--- src/rtl/phase5_verify_pkg.sv ---
// Shared types and helpers for the phase-5 time-lock verifier.
package phase5_verify_pkg;

  typedef enum logic [2:0] {
    IDLE,
    TRACK,
    LOCKOUT,
    UNLOCKED,
    ALARM
  } state_t;

  localparam logic [1:0] W_NONE = 2'b00;
  localparam logic [1:0] W1     = 2'b01;
  localparam logic [1:0] W2     = 2'b10;
  localparam logic [1:0] W3     = 2'b11;

  // Key expected in window `win`; window k lives in seq[2k-1:2k-2].
  function automatic logic [1:0] expected_key(input logic [1:0] win,
                                              input logic [5:0] seq);
    case (win)
      W1:      return seq[1:0];
      W2:      return seq[3:2];
      W3:      return seq[5:4];
      default: return 2'b00;
    endcase
  endfunction

  // One-hot hit bit for a window code (bit k-1 for window k).
  function automatic logic [2:0] win_mask(input logic [1:0] win);
    case (win)
      W1:      return 3'b001;
      W2:      return 3'b010;
      W3:      return 3'b100;
      default: return 3'b000;
    endcase
  endfunction

endpackage

--- src/rtl/phase5_lockout_timer.sv ---
// Cooldown down-counter: load to LOCKOUT_CYCLES-1, step down to zero.
module phase5_lockout_timer #(
  parameter  int LOCKOUT_CYCLES = 16,
  localparam int CW             = $clog2(LOCKOUT_CYCLES) + 1
) (
  input  logic          clk,
  input  logic          reset_n,
  input  logic          i_load,
  input  logic          i_dec,
  output logic          o_zero,
  output logic [CW-1:0] o_count
);

  logic [CW-1:0] r_count;

  // Load wins over decrement; counter parks at zero.
  always_ff @(posedge clk or negedge reset_n) begin
    if (!reset_n)                    r_count <= '0;
    else if (i_load)                 r_count <= CW'(LOCKOUT_CYCLES - 1);
    else if (i_dec && r_count != '0) r_count <= r_count - 1'b1;
  end

  assign o_count = r_count;
  assign o_zero  = (r_count == '0);

endmodule

--- src/rtl/phase5_time_lock_verifier.sv ---
// Checks one correct key per sequencer window; unlocks, locks out or alarms.
module phase5_time_lock_verifier
  import phase5_verify_pkg::*;
#(
  parameter int         MAX_ATTEMPTS   = 3,
  parameter int         LOCKOUT_CYCLES = 16,
  parameter logic [5:0] EXPECT_SEQ     = 6'b10_01_11
) (
  input  logic       clk,
  input  logic       reset_n,
  input  logic [1:0] time_lock_out,
  input  logic       phase5_done,
  input  logic       phase5_fail,
  input  logic       key_valid,
  input  logic [1:0] key_code,
  output logic       key_ready,
  output logic [2:0] window_hit,
  output logic [2:0] attempts_left,
  output logic       locked_out,
  output logic       unlock,
  output logic       alarm
);

  localparam int CW = $clog2(LOCKOUT_CYCLES) + 1;

  state_t        r_state, w_state_nxt;
  logic [1:0]    r_prev_win;
  logic          r_key_seen, w_key_seen_nxt;
  logic [2:0]    r_hit, w_hit_nxt;
  logic [2:0]    r_att, w_att_nxt;
  logic          r_key_ready, r_locked_out, r_unlock, r_alarm;
  logic          w_load, w_dec, w_zero, w_fail_att;
  logic [CW-1:0] w_count;
  logic          w_change, w_miss, w_seen_eff;

  phase5_lockout_timer #(.LOCKOUT_CYCLES(LOCKOUT_CYCLES)) u_timer (
    .clk     (clk),
    .reset_n (reset_n),
    .i_load  (w_load),
    .i_dec   (w_dec),
    .o_zero  (w_zero),
    .o_count (w_count)
  );

  // A key on a window-change cycle belongs to the new window, so it sees a clean key_seen.
  assign w_change   = (time_lock_out != r_prev_win);
  assign w_miss     = (r_prev_win != W_NONE) && w_change && !r_key_seen;
  assign w_seen_eff = w_change ? 1'b0 : r_key_seen;

  // Next-state logic; priority inside TRACK is fail > miss > key > done.
  always_comb begin
    w_state_nxt    = r_state;
    w_key_seen_nxt = r_key_seen;
    w_hit_nxt      = r_hit;
    w_att_nxt      = r_att;
    w_load         = 1'b0;
    w_dec          = 1'b0;
    w_fail_att     = 1'b0;
    case (r_state)
      IDLE: begin
        if (time_lock_out == W1 && r_prev_win != W1) begin
          w_state_nxt    = TRACK;
          w_key_seen_nxt = 1'b0;
          w_hit_nxt      = 3'b000;
        end
      end
      TRACK: begin
        if (phase5_fail) begin
          w_state_nxt = ALARM;
        end else begin
          if (w_change) w_key_seen_nxt = 1'b0;
          if (w_miss) begin
            w_fail_att = 1'b1;
          end else if (key_valid && time_lock_out != W_NONE) begin
            if (!w_seen_eff && key_code == expected_key(time_lock_out, EXPECT_SEQ)) begin
              w_hit_nxt      = r_hit | win_mask(time_lock_out);
              w_key_seen_nxt = 1'b1;
            end else begin
              w_fail_att = 1'b1;
            end
          end
          if (w_fail_att) begin
            w_att_nxt = (r_att == 3'd0) ? 3'd0 : r_att - 3'd1;
            if (w_att_nxt == 3'd0) begin
              w_state_nxt = ALARM;
            end else begin
              w_state_nxt = LOCKOUT;
              w_load      = 1'b1;
              w_hit_nxt   = 3'b000;
            end
          end else if (phase5_done && r_hit == 3'b111) begin
            w_state_nxt = UNLOCKED;
          end
        end
      end
      LOCKOUT: begin
        if (phase5_fail)  w_state_nxt = ALARM;
        else if (w_zero)  w_state_nxt = IDLE;
        else              w_dec       = 1'b1;
      end
      default: ;
    endcase
  end

  // State, tracking registers, and outputs registered off the next state.
  always_ff @(posedge clk or negedge reset_n) begin
    if (!reset_n) begin
      r_state      <= IDLE;
      r_prev_win   <= W_NONE;
      r_key_seen   <= 1'b0;
      r_hit        <= 3'b000;
      r_att        <= 3'(MAX_ATTEMPTS);
      r_key_ready  <= 1'b0;
      r_locked_out <= 1'b0;
      r_unlock     <= 1'b0;
      r_alarm      <= 1'b0;
    end else begin
      r_state      <= w_state_nxt;
      r_prev_win   <= time_lock_out;
      r_key_seen   <= w_key_seen_nxt;
      r_hit        <= w_hit_nxt;
      r_att        <= w_att_nxt;
      r_key_ready  <= (w_state_nxt == TRACK);
      r_locked_out <= (w_state_nxt == LOCKOUT);
      r_unlock     <= (w_state_nxt == UNLOCKED);
      r_alarm      <= (w_state_nxt == ALARM);
    end
  end

  assign key_ready     = r_key_ready;
  assign window_hit    = r_hit;
  assign attempts_left = r_att;
  assign locked_out    = r_locked_out;
  assign unlock        = r_unlock;
  assign alarm         = r_alarm;

endmodule

--- config.mk ---
export PLATFORM = sky130hd
export DESIGN_NAME = phase5_time_lock_verifier
export DESIGN_NICKNAME = d
export VERILOG_FILES = /design/src/rtl/phase5_verify_pkg.sv /design/src/rtl/phase5_lockout_timer.sv /design/src/rtl/phase5_time_lock_verifier.sv
export SDC_FILE = /design/constraint.sdc
export NUM_CORES = 1
export LEC_CHECK = 0
export BUFFER_PORTS_ARGS = -buffer_cell sky130_fd_sc_hd__buf_2
export CORE_UTILIZATION = 45
export CTS_BUF_LIST = sky130_fd_sc_hd__clkbuf_16
export DETAILED_ROUTE_END_ITERATION = 8
export PLACE_DENSITY = 0.63
export SYNTH_ARGS = -nofsm -noshare
export SYNTH_HDL_FRONTEND = slang
export SYNTH_SLANG_ARGS = --single-unit
--- constraint.sdc ---
create_clock -name clk -period 2.6 [get_ports clk]
set_input_delay 0.78 -clock clk [delete_from_list [all_inputs] [get_ports clk]]
set_output_delay 0.78 -clock clk [all_outputs]
set_load 0.05 [all_outputs]
==> results.toml <==
[status]
status = "completed"

[cells_and_area]
syn_to_final_growth_pct = 23.1
diodes = 0
design_area_um2 = 1630
fin_nets = 187
regArea_um2 = 528
n_fill_cell = 252
layout_commonest_cell = "dfrtp_1"
mostFrequentLayoutCells = "19 x dfrtp_1, 18 x buf_2, 12 x inv_1"
multi_input_area_um2 = 768
fin_util = 0.587
layoutNonFillerInstCount = 199
drive_gt1_frac = 0.256

[global_route]
overflow = 0
grt_pass1_wl_mm = 5.18
grt_use_total = 0.214
grt_pass1_vias = 1135
grt_max_degree = 22
antenna_found_initial = 0

[yosys]
synthDistinctLibCells = 44
synth_edf_count = 0
syn_avg_cell_area_um2 = 9.75
synthArstFlopShare = 1.00
ys.flop_type = "dfrtp_1"
syn_nets = 154
ys_ff_latch = 21
netlist_instances = 136
ys.warnings.count = 0
yosysSeqAreaShare = 0.398
syn_area_um2 = 1330

[clock_network]
root_buffer = "clkbuf_16"
cts_tree = "yes"
clk_pin_slew_ns = 0.06
clockBufferDepth = 2
cts_buffers = 3
clkLatencyLatePin_ns = 0.26
holdBufCountCts = 0
cts.sinks = 21
cts_max_level = 1

[power]
combPwrFrac = 0.244
p_sw_mw = 0.305
sw_frac_of_total = 0.316
seqPwrFrac = 0.403
internal-power_mw = 0.661
irDropWorstVdd_v = 0.000389
pwr-share-clk = 0.352
p_leak_nw = 0.799
power.density_nw_per_um2 = 591

[floorplan]
fp-row-count = 19
initial_core_util = 0.477
die-area_um2 = 3170
pin_count = 19
die_w_um = 56.3
coreArea_um2 = 2780
die_h_um = 56.3

[place]
hpwl_mm = 2.13
gp_congestion = 0.828
placed_cell_area_um2 = 1530
io_buffers = 18
place_inst = 195
place_ws_ns = -0.125

[timing]
skew_ns = 0.00365
fmax_mhz = 409
rsz0062_at_grt = "false"
finalCriticalPeriod_ns = 2.44
max-slew-margin-rel = 0.673
setup_viol = 0
fin_crit_sh = 0.940
worst_pin_slew_ns = 0.490
fin_ws_ns = 0.155
final_hold_viol_count = 0
finalMaxSlewViolations = 0

[route]
first_iter_violations = 40
wl_mm = 3.05
post-route-drc-count = 0
firstDrtPassIters = 4
vias_per_cell = 5.71
wl_per_cell_um = 15.3
ant_nets = 0
vias = 1137

[setup_path]
cp-end-kind = "register"
crit_required_ns = 2.74
path_max_fanout = 8
crit_arrival_ns = 2.58
r2r_setup_slack_ns = 0.51
setup.worst_path.start_class = "input port"
path_class = "in -> reg"

[run]
cap_viol_max_count = 0

[hold_path]
hp-class = "in -> async"
Yosys cell counts (all sizes together) (5+ instances only):
library cell	instances	area, um^2
xnor2	5	43.8
ha	9	113
inv	12	45.0
a21oi	7	38.8
nor3	5	25.0
nand2	8	30.0
o21ai	12	63.8
dfrtp	19	475
nor2b	5	31.3
nor2	11	41.3
power groups by stage:
stage / Clock, mW / Combinational [mW] / Sequential, mW
after floorplan: 0 / 0.150 / 0.402
after global placement: 0 / 0.220 / 0.393
after detailed placement: 0 / 0.227 / 0.394
after CTS: 0.343 / 0.229 / 0.389
after global routing: 0.356 / 0.264 / 0.394
final: 0.340 / 0.236 / 0.389
logic make-up after synthesis:
logic type / Yosys count / share of synthesized area
AND/OR/NAND/NOR: 47 / 0.189
AO/OA/AOI/OAI: 38 / 0.235
flip-flops: 21 / 0.398
buffers and inverters: 13 / 0.0368
adder cells (fa/ha/maj): 9 / 0.0849
XOR/XNOR: 6 / 0.0396
multiplexers: 2 / 0.0170
metal layers:
metal	track usage	routed length, um	up-vias	share of wire
met5	0	0	-	0
met4	0.0941	61	0	0.020
met3	0.0346	123	6	0.040
met2	0.344	1470	25	0.48
met1	0.286	1400	552	0.46
li1	-	-	554	-
critical path: stages:
cell and delay, ns:
buf_2 0.16, inv_1 0.12, ha_1 0.22, o21bai_1 0.17, xor2_1 0.18, nand2_1 0.17, o21a_1 0.24, o311a_4 0.40
nor3b_1 0.14
flip-flops by register name, summed over array words and instances (netlist names):
name,count
unlock,1
r_prev_win,2
r_state,3
alarm,1
window_hit,3
locked_out,1
r_key_seen,1
u_timer.o_count,5
attempts_left,3
key_ready,1
metrics by stage:
stage	hold WS, ns	setup TNS, ns	total power [mW]
global route	0.517	0	1.01
floorplan	0.484	0	0.552
global placement	0.506	-0.0822	0.613
detailed placement	0.514	-0.508	0.621
finish	0.473	0	0.966
CTS	0.489	0	0.961
area by class of cell:
class	instances	area share
clock buffer	3	0.0460
clock inverter	1	0.00307
inverter	12	0.0276
multi-input combinational	102	0.470
sequential	21	0.323
tap	31	0.0238
timing repair buffer	29	0.106
path summary, 6_finish.rpt:
kind                                                       end                         start  cells past startpoint
worst max-delay path                       key_ready$_DFF_PN0_              time_lock_out[1]                      9
worst min-delay path            u_timer.o_count[3]$_DFFE_PN0P_                       reset_n                      1
worst max register to register       window_hit[0]$_DFFE_PN0P_  attempts_left[0]$_DFFE_PN1P_                      7
worst min register to register    attempts_left[0]$_DFFE_PN1P_  attempts_left[0]$_DFFE_PN1P_                      2
max in group asynchronous         attempts_left[1]$_DFFE_PN1P_                       reset_n                      1
min in group clk                  attempts_left[0]$_DFFE_PN1P_  attempts_left[0]$_DFFE_PN1P_                      2
repair_timing:
item	in CTS	in global routing
setup buffers	0	0
setup endpoints to repair	0	2
endpoints found under the hold margin	0	0
resized for setup	0	2
Power figures use the tool's default switching activity.
